File: src/rtl/stepmania_pkg.sv
// Shared constants and types for the PS/2 keyboard front end.
package stepmania_pkg;

    localparam int unsigned BYTE_W = 8;
    localparam int unsigned DIR_W  = 4;

    // Set-2 make codes for the four arrows on the main block
    localparam logic [BYTE_W-1:0] KEY_LEFT  = 8'h34;
    localparam logic [BYTE_W-1:0] KEY_DOWN  = 8'h33;
    localparam logic [BYTE_W-1:0] KEY_UP    = 8'h35;
    localparam logic [BYTE_W-1:0] KEY_RIGHT = 8'h3B;

    // Set-2 codes for the cursor keys, sent after the E0 prefix
    localparam logic [BYTE_W-1:0] EXT_LEFT  = 8'h6B;
    localparam logic [BYTE_W-1:0] EXT_DOWN  = 8'h72;
    localparam logic [BYTE_W-1:0] EXT_UP    = 8'h75;
    localparam logic [BYTE_W-1:0] EXT_RIGHT = 8'h74;

    // Prefix bytes
    localparam logic [BYTE_W-1:0] PS2_BREAK = 8'hF0;
    localparam logic [BYTE_W-1:0] PS2_EXT   = 8'hE0;

    // Frame receiver state
    typedef enum logic [1:0] {
        IDLE   = 2'd0,
        DATA   = 2'd1,
        PARITY = 2'd2,
        STOP   = 2'd3
    } frame_state_t;

    // One-hot direction bit for a scan code ({right, up, down, left}); zero when unmapped
    function automatic logic [DIR_W-1:0] dir_mask(input logic [BYTE_W-1:0] code,
                                                   input logic             ext);
        dir_mask = '0;
        if (ext) begin
            case (code)
                EXT_LEFT:  dir_mask = 4'b0001;
                EXT_DOWN:  dir_mask = 4'b0010;
                EXT_UP:    dir_mask = 4'b0100;
                EXT_RIGHT: dir_mask = 4'b1000;
                default:   dir_mask = 4'b0000;
            endcase
        end else begin
            case (code)
                KEY_LEFT:  dir_mask = 4'b0001;
                KEY_DOWN:  dir_mask = 4'b0010;
                KEY_UP:    dir_mask = 4'b0100;
                KEY_RIGHT: dir_mask = 4'b1000;
                default:   dir_mask = 4'b0000;
            endcase
        end
    endfunction

endpackage

File: src/rtl/ps2_rx_frame.sv
// PS/2 frame receiver: synchronizers, falling-edge detect, 11-bit frame FSM and watchdog.
module ps2_rx_frame
    import stepmania_pkg::*;
#(
    parameter int unsigned SYNC_STAGES    = 2,
    parameter int unsigned TIMEOUT_CYCLES = 10000
) (
    input  logic              Clk,
    input  logic              Reset,
    input  logic              PS2_CLK,
    input  logic              PS2_DATA,
    output logic              code_valid,
    output logic [BYTE_W-1:0] code_byte,
    output logic              frame_err
);

    localparam int unsigned WD_W  = $clog2(TIMEOUT_CYCLES + 1);
    localparam int unsigned CNT_W = 3;

    logic [SYNC_STAGES-1:0] clk_sync;
    logic [SYNC_STAGES-1:0] data_sync;
    logic                   clk_prev;
    logic                   ps2_clk_s;
    logic                   data_s;
    logic                   fall_c;

    frame_state_t           state;
    frame_state_t           state_nxt;
    logic [CNT_W-1:0]       bit_cnt;
    logic [CNT_W-1:0]       bit_cnt_nxt;
    logic [BYTE_W-1:0]      shift;
    logic [BYTE_W-1:0]      shift_nxt;
    logic                   parity_bit;
    logic                   parity_nxt;
    logic [WD_W-1:0]        wd;
    logic [WD_W-1:0]        wd_nxt;
    logic                   valid_nxt;
    logic [BYTE_W-1:0]      byte_nxt;
    logic                   err_nxt;

    // Synchronizer chains idle high, matching the released bus
    always_ff @(posedge Clk) begin
        if (Reset) begin
            clk_sync  <= '1;
            data_sync <= '1;
            clk_prev  <= 1'b1;
        end else begin
            clk_sync  <= {clk_sync[SYNC_STAGES-2:0], PS2_CLK};
            data_sync <= {data_sync[SYNC_STAGES-2:0], PS2_DATA};
            clk_prev  <= ps2_clk_s;
        end
    end

    assign ps2_clk_s = clk_sync[SYNC_STAGES-1];
    assign data_s    = data_sync[SYNC_STAGES-1];
    assign fall_c    = clk_prev & ~ps2_clk_s;

    // Frame state, shift register, watchdog and registered outputs
    always_ff @(posedge Clk) begin
        if (Reset) begin
            state      <= IDLE;
            bit_cnt    <= '0;
            shift      <= '0;
            parity_bit <= 1'b0;
            wd         <= '0;
            code_valid <= 1'b0;
            code_byte  <= '0;
            frame_err  <= 1'b0;
        end else begin
            state      <= state_nxt;
            bit_cnt    <= bit_cnt_nxt;
            shift      <= shift_nxt;
            parity_bit <= parity_nxt;
            wd         <= wd_nxt;
            code_valid <= valid_nxt;
            code_byte  <= byte_nxt;
            frame_err  <= err_nxt;
        end
    end

    // One FSM step per falling edge; otherwise the watchdog runs while a frame is open.
    // The watchdog holds "cycles since the last edge", so it reaches TIMEOUT_CYCLES
    // exactly when the abandon takes effect.
    always_comb begin
        state_nxt   = state;
        bit_cnt_nxt = bit_cnt;
        shift_nxt   = shift;
        parity_nxt  = parity_bit;
        wd_nxt      = wd;
        valid_nxt   = 1'b0;
        byte_nxt    = code_byte;
        err_nxt     = 1'b0;

        if (fall_c) begin
            wd_nxt = WD_W'(1);
            case (state)
                IDLE: begin
                    if (!data_s) begin
                        state_nxt   = DATA;
                        bit_cnt_nxt = '0;
                    end else begin
                        err_nxt = 1'b1;
                    end
                end
                DATA: begin
                    shift_nxt   = {data_s, shift[BYTE_W-1:1]};
                    bit_cnt_nxt = bit_cnt + CNT_W'(1);
                    if (bit_cnt == CNT_W'(BYTE_W - 1)) begin
                        state_nxt = PARITY;
                    end
                end
                PARITY: begin
                    parity_nxt = data_s;
                    state_nxt  = STOP;
                end
                STOP: begin
                    if (data_s && ((^shift) ^ parity_bit)) begin
                        valid_nxt = 1'b1;
                        byte_nxt  = shift;
                    end else begin
                        err_nxt = 1'b1;
                    end
                    state_nxt = IDLE;
                end
                default: state_nxt = IDLE;
            endcase
        end else if (state != IDLE) begin
            if (wd != WD_W'(TIMEOUT_CYCLES)) begin
                wd_nxt = wd + WD_W'(1);
            end
            if (wd == WD_W'(TIMEOUT_CYCLES - 1)) begin
                state_nxt = IDLE;
                shift_nxt = '0;
                err_nxt   = 1'b1;
            end
        end
    end

endmodule

File: src/rtl/ps2_keycode.sv
// PS/2 keyboard front end: frame receiver plus break/extended prefix decode into keycode and held mask.
module ps2_keycode
    import stepmania_pkg::*;
#(
    parameter int unsigned SYNC_STAGES    = 2,
    parameter int unsigned TIMEOUT_CYCLES = 10000
) (
    input  logic              Clk,
    input  logic              Reset,
    input  logic              PS2_CLK,
    input  logic              PS2_DATA,
    output logic [BYTE_W-1:0] keycode,
    output logic [DIR_W-1:0]  key_held,
    output logic              code_valid,
    output logic [BYTE_W-1:0] code_byte,
    output logic              frame_err
);

    logic              rx_valid;
    logic [BYTE_W-1:0] rx_byte;
    logic              rx_err;

    logic              brk;
    logic              brk_nxt;
    logic              ext;
    logic              ext_nxt;
    logic [BYTE_W-1:0] keycode_nxt;
    logic [DIR_W-1:0]  held_nxt;
    logic [DIR_W-1:0]  mask;

    ps2_rx_frame #(
        .SYNC_STAGES    (SYNC_STAGES),
        .TIMEOUT_CYCLES (TIMEOUT_CYCLES)
    ) u_rx (
        .Clk        (Clk),
        .Reset      (Reset),
        .PS2_CLK    (PS2_CLK),
        .PS2_DATA   (PS2_DATA),
        .code_valid (rx_valid),
        .code_byte  (rx_byte),
        .frame_err  (rx_err)
    );

    assign code_valid = rx_valid;
    assign code_byte  = rx_byte;
    assign frame_err  = rx_err;

    // Prefix flags and decoded key state
    always_ff @(posedge Clk) begin
        if (Reset) begin
            brk      <= 1'b0;
            ext      <= 1'b0;
            keycode  <= '0;
            key_held <= '0;
        end else begin
            brk      <= brk_nxt;
            ext      <= ext_nxt;
            keycode  <= keycode_nxt;
            key_held <= held_nxt;
        end
    end

    // Prefixes only arm flags; the following byte is a make or break and consumes both flags
    always_comb begin
        brk_nxt     = brk;
        ext_nxt     = ext;
        keycode_nxt = keycode;
        held_nxt    = key_held;
        mask        = dir_mask(rx_byte, ext);

        if (rx_valid) begin
            if (rx_byte == PS2_EXT) begin
                ext_nxt = 1'b1;
            end else if (rx_byte == PS2_BREAK) begin
                brk_nxt = 1'b1;
            end else begin
                brk_nxt = 1'b0;
                ext_nxt = 1'b0;
                if (brk) begin
                    held_nxt = key_held & ~mask;
                end else begin
                    held_nxt = key_held | mask;
                end
                if (!ext) begin
                    if (!brk) begin
                        keycode_nxt = rx_byte;
                    end else if (rx_byte == keycode) begin
                        keycode_nxt = '0;
                    end
                end
            end
        end
    end

endmodule

File: config.mk
export PLATFORM = sky130hd
export DESIGN_NAME = ps2_keycode
export DESIGN_NICKNAME = d
export VERILOG_FILES = /design/src/rtl/stepmania_pkg.sv /design/src/rtl/ps2_rx_frame.sv /design/src/rtl/ps2_keycode.sv
export SDC_FILE = /design/constraint.sdc
export NUM_CORES = 1
export LEC_CHECK = 0
export BUFFER_PORTS_ARGS = -buffer_cell sky130_fd_sc_hd__buf_2
export CAP_MARGIN = 20
export CORE_UTILIZATION = 50
export DETAILED_ROUTE_END_ITERATION = 12
export PLACE_DENSITY_LB_ADDON = 0.08
export SYNTH_ARGS = -nofsm -noshare
export SYNTH_HDL_FRONTEND = slang
export SYNTH_HIERARCHICAL = 1
export SYNTH_SLANG_ARGS = --single-unit
File: constraint.sdc
create_clock -name Clk -period 3.58 [get_ports Clk]
set_clock_uncertainty 0.2 [all_clocks]
set_input_delay 0.358 -clock Clk [delete_from_list [all_inputs] [get_ports Clk]]
set_output_delay 0.358 -clock Clk [all_outputs]
set_load 0.01 [all_outputs]
==> results of run 1 <==
[per-layer routing]
| layer | part of all wire (%) | GRT usage (%) | up-vias | wire (µm) |
|---|---|---|---|---|
| li1 | - | - | 1186 | - |
| met1 | 50 | 26.7 | 1071 | 2890 |
| met2 | 46 | 33.1 | 34 | 2630 |
| met3 | 2.4 | 3.60 | 9 | 141 |
| met4 | 1.9 | 11.7 | 0 | 112 |
| met5 | 0 | 0 | - | 0 |
[cells by family after synthesis]
| kind of cell | count (synthesis) | synth area share [%] |
|---|---|---|
| multiplexers | 12 | 4.53 |
| buffers and inverters | 35 | 4.66 |
| adder cells (fa/ha/maj) | 9 | 3.85 |
| XOR/XNOR | 24 | 8.17 |
| AO/OA/AOI/OAI | 66 | 15.2 |
| flip-flops | 57 | 39.0 |
| AND/OR/NAND/NOR | 115 | 24.6 |
[cells in the mapped netlist, types with 9 or more instances]
library cell / number / share of area (%)
sky130_fd_sc_hd__dfxtp_1: 57 / 39
sky130_fd_sc_hd__a21oi_1: 20 / 3.4
sky130_fd_sc_hd__inv_1: 18 / 2.3
sky130_fd_sc_hd__nand2_1: 17 / 2.2
sky130_fd_sc_hd__nand2b_1: 17 / 3.6
sky130_fd_sc_hd__nor2_1: 16 / 2.1
sky130_fd_sc_hd__o21ai_0: 14 / 2.4
sky130_fd_sc_hd__nand4_1: 13 / 2.8
sky130_fd_sc_hd__xnor2_1: 13 / 3.9
sky130_fd_sc_hd__mux2i_1: 11 / 3.8
sky130_fd_sc_hd__clkbuf_1: 10 / 1.3
sky130_fd_sc_hd__o211ai_1: 10 / 2.6
sky130_fd_sc_hd__ha_1: 9 / 3.8
sky130_fd_sc_hd__xor2_1: 9 / 2.7
[registers in the layout, indices dropped and copies added (netlist names), named ones only]
register         cells
u_rx/wd             14
keycode              8
u_rx/code_byte       8
u_rx/shift           8
u_rx/bit_cnt         3
u_rx/clk_sync        2
u_rx/data_sync       2
u_rx/state           2
brk                  1
ext                  1
u_rx/clk_prev        1
u_rx/code_valid      1
u_rx/frame_err       1
u_rx/parity_bit      1
[layout make-up]
class,instances,area (µm²)
fillers,521,2290
multi-input cells,226,1650
flip-flops and latches,57,1140
repair buffers,29,160
clock buffers,11,131
well taps,72,90.1
inverters,19,71.3
clock inverters,4,45.0
[worst max-delay path, cell delays in order (launching register included)]
cell                       delay [ps]
sky130_fd_sc_hd__dfxtp_1          390
sky130_fd_sc_hd__inv_1            110
sky130_fd_sc_hd__ha_1             340
sky130_fd_sc_hd__nand4b_1         270
sky130_fd_sc_hd__or3_1            490
sky130_fd_sc_hd__o211ai_1         220
sky130_fd_sc_hd__a21oi_1           90
[path summary, 6_finish.rpt]
kind	endpoint	slack [ps]	cells after the start
worst max-delay path	u_rx/shift[2]	1340	6
worst min-delay path	u_rx/data_sync[1]	210	1
worst max register to register	u_rx/shift[2]	1340	6
worst min register to register	u_rx/data_sync[1]	210	1
[through the flow]
stage	util, %	setup WS (ps)	hold WS (ps)
floorplan	-	1560	189
global placement	55.4	1400	194
detailed placement	55.4	1360	196
CTS	59.0	1340	215
global route	59.0	1160	230
finish	59.0	1340	210
[power by group through the flow]
stage | Clock (µW) | Sequential, µW | Combinational (µW)
2_1_floorplan | 0 | 661 | 48.9
3_3_place_gp | 0 | 662 | 63.1
3_5_place_dp | 0 | 662 | 62.6
4_1_cts | 579 | 648 | 63.9
5_1_grt | 607 | 649 | 72.5
6_report | 562 | 648 | 64.3
==> results, run 1 <==
- The DRC violation count after routing is 0.
- The count of TritonRoute iterations in the first routing pass is 4.
- The share of layout cells above drive strength 1 is 16.5%.
- In this run the count of I/O pins placed on the die edge is 26.
- The area added between synthesis and finish is 12.4%.
- The final cell area excluding filler cells is ~3300 µm².
- The longest clock path from root to sink contains 2 buffers.
- The run finished with clean final reports.
- The hold path startpoint is u_rx/data_sync[0].
- By startpoint and endpoint, the worst setup path is classified as reg2reg.
- The relative contribution of sequential cells to total power is 50.8%.
- The standard cell core area is 5570 µm².
- The library cells used most frequently in the layout, excluding fill and tap cells, are 57 x sky130_fd_sc_hd__dfxtp_1, 25 x sky130_fd_sc_hd__buf_2, 20 x sky130_fd_sc_hd__a21oi_1.
- The placed wire-length estimate is 3.87 mm.
- In this run the core area contains 27 standard-cell rows.
- The global routing usage summed across all routing layers is 20.8%.
- The highest attainable clock frequency is 0.446 GHz.
- After detailed routing, the total wire length is 5.78 mm.
- The most critical setup path has its startpoint at u_rx/state[0].
- The setup TNS after final layout is 0 ps.
- In this run the critical register-to-register path is launched from u_rx/state[0].
- The worst hold path belongs to the class reg2reg.
- For the pin with the worst max-slew slack, the measured transition is 546 ps.
- After global routing the overflow that remains totals 0.
- For this run, the register share of the synthesized area comes to 39.0%.
- The Yosys step of the flow raised 6 warnings.
- Routability-driven placement finished with a final weighted congestion of 0.854.
- The vertical die dimension is roughly 80 µm.
- The overall die width is 78.5 µm.
- The number of global-route vias before repair was 2177.
- STA classifies the critical path endpoint as a register.
- The total setup buffers inserted after CTS is 0.
- The kind of start point of the critical path is a register.
- The net total in the final layout is roughly 360.
- The post-synthesis area per instance is 9.20 µm².
- The clock period minus worst slack is 2240 ps.
- The switching component of the power is 294 µW.
- The number of synthesized flops with an enable pin is 0.
- The number of antenna violations at the first check in global routing is 0.
- The number of max-slew violations in the final report is 0.
- The number of failing hold endpoints at the final stage is 0.
- The total CTS buffers is 9.
- Summed over all cells, the static leakage comes to 0.00120 µW.
- Of all nets on the critical path, the largest fanout is 13.
- The repair_antennas step left the layout with diodes totalling 0.
- The cell sitting at the root of the clock tree is a sky130_fd_sc_hd__clkbuf_8.
- The clock network is responsible for 44.1% of the overall power.
- The internal portion of the total power is 981 µW.
- After detailed routing, the average wire length per cell comes to 13.8 µm.
- The total nets after synthesis is 331.
- Data on the critical path is required at its endpoint by 3580 ps.
- The number of placed instances, taps included, is 401.
- The number of buffers added on ports is 25.
- The power consumption is 1270 µW.
- The starting density of the core is 52.5%.
- Setup repair after global routing left no endpoint under its margin.
- The die covers around 6000 µm².
- The first global-routing pass estimated 10.0 mm of wire.
- The total via count after detailed routing is 2300.
- Across the VDD grid, the largest voltage drop is 0.455 mV.
- The level count of the clock H-tree is 3.
- The final clock period utilization by the worst path is 62.6%.
- The number of library cell types mapped by synthesis is 55.
- The most common cell after layout, fill and taps aside is sky130_fd_sc_hd__dfxtp_1.
- The cell area reported after detailed placement is 3090 µm².
- Setup violations remaining at the end of the flow were counted as 0.
- Dividing total power by cell area gives a power density of between 300 and 400 nW/µm².
- The latest clock arrival within the worst-skew pair is 330 ps.
- Of the total power, the share spent switching nets is 23.1%.
- Synthesis inferred 57 register bits.
- The number of max-cap violations is 0.
- Buffers inserted to repair hold after CTS numbered 2.
- The post-synthesis async set-or-reset flop share is 0%.
- The synthesized netlist occupies a cell area of 2930 µm².
- The flip-flop cell with the highest count after synthesis is sky130_fd_sc_hd__dfxtp_1.
- Measured against its own limit, the worst slew margin works out to 63.4%.
- The combinational cell fraction of total power is ~5.0%.
- The detailed router finished its first iteration with 143 violations.
- The count of clock tree sinks is 57.
- The clock transition at the registers of the reported paths is 60 ps.
- The final standard cell count with taps included and fillers excluded is roughly 420.
- Entering global routing, the biggest net connects 48 pins.
- The number of cells upsized or downsized after cts is 0.
- The synthesized instance count is 318.
- The worst path arrival time is 2240 ps.
- The number of nets with antenna violations after routing is 0.
- After detailed routing, the number of vias per cell comes to approximately 5.5.
- TritonCTS built the clock tree.
Power figures use the tool's default switching activity.
==> inputs of run 2 (changes only) <==
==> constraint.sdc (replaced) <==
create_clock -name Clk -period 1.9 [get_ports Clk]
set_clock_uncertainty 0.2 [all_clocks]
set_input_delay 0.19 -clock Clk [delete_from_list [all_inputs] [get_ports Clk]]
set_output_delay 0.19 -clock Clk [all_outputs]
set_load 0.01 [all_outputs]
==> run 2 against run 1 <==
The run now ends with negative setup slack left. Critical path type unchanged. Global-route usage grew 1.4 points. Register-to-register slack worse by 1400 ps. Largest cell class unchanged. Sequential power grew 88%. Critical path depth is 1 lower. Clock-buffer cell count is 1 higher. Critical endpoint is now u_rx/code_byte[1]. Via count up 7.6%.
==> results, run 2 (synthesis gave the netlist of run 1 again) <==
- The worst path buffer plus inverter count is 1.
- The final layout contains just under 400 nets.
- After clock tree synthesis, the clock-pin slew on the worst setup and hold paths is ~60 ps.
- In this run the critical register-to-register path is captured at u_rx/code_byte[1].
- The count of clock tree sinks is 57.
- The routed design could run at a clock period as short as 1970 ps.
- The required time at the worst-slack endpoint is 1950 ps.
- The total via count after detailed routing is 2474.
- In the layout the commonest cells are 53 x sky130_fd_sc_hd__dfxtp_1, 35 x sky130_fd_sc_hd__buf_4, 25 x sky130_fd_sc_hd__buf_2.
- The final number of setup-violating endpoints is 8.
- In the final routed layout, each cell accounts on average for 13.9 µm.
- After floorplanning, the core was sized to cover ~5600 µm².
- The number of cells on the worst reg-to-reg path is 5.
- The TritonCTS clock tree is built.
- The worst setup path is launched from a register.
- The via count normalized by instance count is 5.46.
- The final clock period utilization by the worst path is 104%.
- The number of DRC violations after detailed-routing iteration 0 is ~130.
- VDD sags by at most 0.666 mV.
- The run finished, with violations left.
- The path with the worst hold slack has its endpoint at u_rx/code_valid.
- The largest net degree at the start of global routing is 20.
- Across every metal layer, demand over resource in global routing totals 22.2%.
- The number of buffers added on ports is 25.
- In this run the horizontal extent of the chip is 78.5 µm.
- The number of failing hold endpoints at the final stage came to 0.
- The register with the most flip-flops in the layout has 14 of them.
- The level count of the clock H-tree is 3.
- The slack of the critical path is -71.7 ps.
- The detailed-route wire length is 6.29 mm.
- The area added between synthesis and finish is 22.7%.
- Clock tree synthesis inserted a total of 9 buffers.
- The hold path startpoint is Reset.
- The worst slack on hold paths is ~23 ps.
- The number of max-slew violations in the final report is 0.
- The leakage dissipation is around 0.0014 µW.
- Traced cell by cell, the critical path runs through xor3_1 > or4_4 > mux2i_4 > buf_12 > mux2i_1.
- The count of pins on the block boundary is 26.
- Max-cap violations in this run came to 0.
- The delay of the slowest critical-path stage is between 400 and 500 ps.
- The worst setup path is captured at a register.
- Ranked by flip-flop count, first place goes to u_rx/wd.
- The DRC violation count after routing is 0.
- The congestion estimate from routability-driven global placement came to approximately 0.8.
- The highest attainable clock frequency is 0.507 GHz.
- The die covers 6160 µm².
- The latest clock arrival within the worst-skew pair is approximately 320 ps.
- The final reports fail on negative setup slack.
- The share of layout cells above drive strength 1 is 27.0%.
- The count of nets left with antenna violations once routing finished came out at 0.
- The category of the critical setup timing path is reg2reg.
- The starting density of the core is 52.5%.
- In this run the power density over the cells is 671 nW/µm².
- The depth of the worst hold-timing path is 2.
- The worst hold path belongs to the class in2reg.
- Summed over all layers, the global routing overflow is 0.
- Detailed placement finished with a half-perimeter wire length of 4.57 mm.
- The kind of cell adding the most delay to the critical path is simple AND/OR/NAND/NOR gates.
- The vertical die dimension is 78.5 µm.
- The first global-routing pass estimated between 10 and 15 mm of wire.
- The count of TritonRoute iterations in the first routing pass is 4.
- The worst slew margin relative to its limit is 64.3%.
- The repair_antennas step left the layout with diodes totalling 0.
- The number of global-route vias before repair came to 2282.
- Setup repair after global routing could not meet its margin everywhere.
- The floorplan row count is 27.
- In this run the worst path has a maximum fanout of 9.
- The clock root buffer is sky130_fd_sc_hd__clkbuf_8.
- Setup slack on the worst reg-to-reg path comes out at -70 ps.
- The number of antenna violations at the first check in global routing is 0.
- At the pin with the least slew margin, the transition time is ~540 ps.
- The maximum clock insertion buffer count is 2.
- In this run the critical register-to-register path is launched from u_rx/parity_bit.
- The layout filler cell count is 487.
- Leaving out fill and tap cells, the most frequent cell in the layout is sky130_fd_sc_hd__dfxtp_1.
- Among all stages on the critical path, the largest delay is contributed by sky130_fd_sc_hd__or4_4.
- The setup TNS after final layout is -357 ps.
- For the worst setup path, the data arrival time is 2020 ps.
[run 2: cell types whose count changed in the layout (fill, tap and decap cells not counted), moves of 2 or more]
cell,change
sky130_fd_sc_hd__buf_4,+33
sky130_fd_sc_hd__clkbuf_8,+3
sky130_fd_sc_hd__dfxtp_2,+4
sky130_fd_sc_hd__clkbuf_1,-2
sky130_fd_sc_hd__dfxtp_1,-4
[run 2: per-layer routing]
layer	part of all wire, %	vias to the layer above	global-route usage (%)
met5	0	-	0
met4	0.89	0	9.07
met3	3.0	6	6.05
met2	49	52	36.5
met1	47	1160	27.3
li1	-	1256	-
[run 2: worst max-delay path by stage]
| stage | cells past startpoint | end | from | slack, ps |
|---|---|---|---|---|
| 6_report | 5 | u_rx/code_byte[1] | u_rx/parity_bit | -70 |
| 5_1_grt | 5 | u_rx/code_byte[2] | u_rx/parity_bit | -130 |
| 4_1_cts | 5 | u_rx/code_byte[1] | u_rx/parity_bit | -90 |
| 3_5_place_dp | 5 | u_rx/code_byte[1] | u_rx/parity_bit | -70 |
| 3_3_place_gp | 6 | u_rx/frame_err | u_rx/state[0] | -4 |
| 2_1_floorplan | 4 | u_rx/code_byte[0] | u_rx/parity_bit | -70 |
[run 2: worst register-to-register path, delay by kind of cell (launching register included)]
| family | cells | cell delay [ps] |
|---|---|---|
| and+or+nand+nor | 1 | 440 |
| muxes | 2 | 380 |
| xor gates and xnor gates | 1 | 410 |
| DFF | 1 | 320 |
| buffers and inverters | 1 | 160 |
[run 2: cell type report]
| cell class | count | area (µm²) | area share, % |
|---|---|---|---|
| well taps | 72 | 90.1 | 2.51 |
| repair buffers | 64 | 439 | 12.2 |
| clock inverters | 3 | 15.0 | 0.418 |
| flip-flops and latches | 57 | 1150 | 31.9 |
| multi-input cells | 226 | 1660 | 46.3 |
| inverters | 19 | 71.3 | 1.99 |
| clock buffers | 12 | 165 | 4.60 |
[run 2: timing repair]
action	in CTS	in global routing
hold endpoints to repair	2	0
buffers inserted	0	1
endpoints found under the setup margin	19	17
gates resized for setup	4	6
hold buffers	2	0
pin swaps	0	2
[run 2: metrics by stage]
| stage | util (%) | cells | setup slack, ps | total power (µW) | instance area [µm²] |
|---|---|---|---|---|---|
| after detailed placement | 60.3 | 435 | -70.3 | 1400 | 3360 |
| after CTS | 64.0 | 452 | -85.9 | 2430 | 3570 |
| after global placement | 60.3 | 435 | -3.61 | 1390 | 3360 |
| final | 64.4 | 453 | -71.7 | 2410 | 3590 |
| after floorplan | - | 318 | -72.7 | 1340 | 2930 |
| after global routing | 64.4 | 453 | -126 | 2510 | 3590 |
[run 2: power breakdown]
part	internal, µW	switching, µW
sequential	1210	9.04
combinational	74.2	86.5
clock	566	463
total	1850	558
==> inputs of run 3 (changes only) <==
--- a/config.mk
+++ b/config.mk
@@ -5,10 +5,10 @@
 export SDC_FILE = /design/constraint.sdc
 export NUM_CORES = 1
 export LEC_CHECK = 0
-export BUFFER_PORTS_ARGS = -buffer_cell sky130_fd_sc_hd__buf_2
 export CAP_MARGIN = 20
 export CORE_UTILIZATION = 50
 export DETAILED_ROUTE_END_ITERATION = 12
+export DONT_BUFFER_PORTS = 1
 export PLACE_DENSITY_LB_ADDON = 0.08
 export SYNTH_ARGS = -nofsm -noshare
 export SYNTH_HDL_FRONTEND = slang
==> run 3 against run 2 <==
The flow still finishes with violations (negative setup slack). First-iteration DRC count up 6.3%. Critical endpoint is now u_rx/code_byte[7]. Clock power rose by 17%. Fmax is 1.1% lower. Cell count down 4.4%. Routed wire length increased by 3.0%. Clock-buffer cell count fell by 3. Via count is 2.2% lower. Largest power group unchanged. Hold slack worse by 2.4 ps. Sequential share of layout area is 0.43 points higher. Design area decreased by 1.3%. Combinational power hardly changed.
==> results, run 3 (synthesis gave the netlist of run 1 again) <==
- The total grt overflow is 0.
- The TritonCTS clock tree is built.
- The routed design has 6.48 mm of wire.
- The number of max-slew violations in the final report is 0.
- The maximum clock insertion buffer count is 2.
- The overall die width is around 78 µm.
- STA classifies the critical path startpoint as a register.
- The pre-CTS setup slack is -63.9 ps.
- The first TritonRoute pass finished after 4 iterations.
- The area taken by flip-flops and latches is 1150 µm².
- Detailed routing placed a total of approximately 3.1 mm of wire on met2.
- The highest attainable clock frequency is 0.501 GHz.
- The final number of setup-violating endpoints is 8.
- The layout filler cell count is 482.
- The cell area power density is 733 nW/µm².
- The number of cells on the worst reg-to-reg path is 5.
- The routability congestion estimate is between 0.7 and 0.8.
- The standard cell core area is 5570 µm².
- For this configuration, the core starts out at a cell density of 52.5%.
- The final cell area excluding filler cells is 3540 µm².
- Across the run, the number of max-cap violations was 0.
- The register with the most flip-flops is u_rx/wd.
- The routed design could run at a clock period as short as 1990 ps.
- The measured slew at the worst slew-check pin is 429 ps.
- The depth of the worst hold-timing path is 3.
- Counting the buffers created by CTS gives 9.
- The die is ~78 µm tall.
- The number of nets with antenna violations after routing is 0.
- The library cell used most frequently in the layout, excluding fill and tap cells, is sky130_fd_sc_hd__dfxtp_1.
- The area added between synthesis and finish is 21.0%.
- Pin placement for this block handled 26 I/O pins.
- The run finished, with violations left.
- The total via count after detailed routing is 2419.
- The top routing layer in use is met4.
- The number of flip-flops under the largest register name is 14.
- The die covers 6160 µm².
- Setup slack on the critical path of the routed design comes to -94.1 ps.
- The leakage dissipation is 0.00130 µW.
- The post-route netlist has 22.7% of its cells at a drive strength greater than 1.
- The final reports fail on negative setup slack.
- In the routed layout, each cell is associated on average with a via count of between 5 and 6.
- Measured against its own limit, the worst slew margin works out to 71.4%.
- Summed over all nets, the half-perimeter wirelength after detailed placement is 4.45 mm.
- The wire length on met1 is slightly above 3 mm.
- The worst setup path is captured at a register.
- The worst setup path is of the reg2reg kind.
- The clock transition at the registers of the reported paths is 70 ps.
- Data on the critical path is required at its endpoint by 1960 ps.
- The wire length of the first global-routing pass is 11.0 mm.
- The count of clock tree sinks is 57.
- The number of antenna violations at the first check in global routing is 0.
- In the final layout, the multi-input gates occupy 1670 µm².
- The peak ir drop on the vdd network is 0.626 mV.
- The H-tree was split into 3 levels.
- The net total in the final layout is 369.
- Along the worst path, the maximum fanout reaches 9.
- The path class of the lowest-slack min-delay path is in2reg.
- The repair_antennas step left the layout with diodes totalling 0.
- Data arrives at the worst endpoint at ~2100 ps.
- The clock root buffer is sky130_fd_sc_hd__clkbuf_8.
- Setup repair after global routing could not meet its margin everywhere.
- Entering global routing, the biggest net connects 46 pins.
- The number of failing hold endpoints at the final stage is 0.
- The detail-routed net length per standard cell is 15.0 µm.
- The floorplan row count is 27.
- The number of DRC violations after detailed-routing iteration 0 is ~140.
- Dividing the final minimum period by the clock period gives 105%.
- In the detailed route, the total length drawn on met3 is 226 µm.
- The number of global-route vias before repair was 2309.
- The instance count after placement with tap cells included is about 410.
- For this run, the total global-route usage over all layers was measured as between 20 and 25%.
- Leaving out fill and tap cells, the most frequent cells in the layout are 53 x sky130_fd_sc_hd__dfxtp_1, 37 x sky130_fd_sc_hd__buf_4, 20 x sky130_fd_sc_hd__a21oi_1.
- For this run, design rule violations remaining after detail routing come to 0.
- At the later pin of the worst-skew pair, clock insertion delay measures ~330 ps.
- After the flow finishes, the layout carries non-filler instances totaling 433.
- Across all hold checks on the routed design, the worst slack comes to ~21 ps.
- The cell area reported after detailed placement is 3250 µm².
- The core occupancy in the finished layout is approximately 64%.
- During placement, the flow inserted port buffers numbering 0.
[run 3: area by class of cell]
cell class	count	share of cell area [%]
Clock inverter	7	2.40
Multi-Input combinational cell	226	47.0
Tap cell	72	2.54
Clock buffer	9	3.50
Inverter	19	2.01
Sequential cell	57	32.4
Timing Repair Buffer	43	10.1
[run 3: final timing paths]
kind / start / endpoint / slack, ps
worst max-delay path: u_rx/parity_bit / u_rx/code_byte[7] / -90
worst min-delay path: Reset / u_rx/wd[1] / 20
worst max register to register: u_rx/parity_bit / u_rx/code_byte[7] / -90
worst min register to register: u_rx/clk_sync[0] / u_rx/clk_sync[1] / 210
[run 3: where the power goes]
part | switching, µW | internal (µW) | total (µW)
registers | 10.8 | 1210 | 1220
clock network | 484 | 726 | 1210
logic | 85.8 | 76.7 | 163
[run 3: per-stage QoR]
stage                     TNS [ps]  power [µW]
final                         -500        2590
after detailed placement      -703        1380
after global placement        -132        1370
after global routing         -1080        2710
after floorplan               -605        1340
after CTS                     -535        2630
[run 3: what timing repair did]
item,in CTS,in global routing
setup buffers,0,1
gates resized for setup,4,5
hold buffers,4,0
setup endpoints to repair,19,17
endpoints found under the hold margin,36,0
pin swaps,0,3
gates cloned,0,0
[run 3: worst max-delay path: stages (launching register included)]
cell	delay [ps]
sky130_fd_sc_hd__dfxtp_2	330
sky130_fd_sc_hd__xor3_1	410
sky130_fd_sc_hd__or4_4	430
sky130_fd_sc_hd__mux2i_4	180
sky130_fd_sc_hd__buf_12	160
sky130_fd_sc_hd__mux2i_2	200
[run 3: routing by layer]
layer	GRT usage (%)	up-vias
met5	0	-
met4	9.44	0
met3	5.58	8
met2	37.9	46
met1	28.7	1144
li1	-	1221
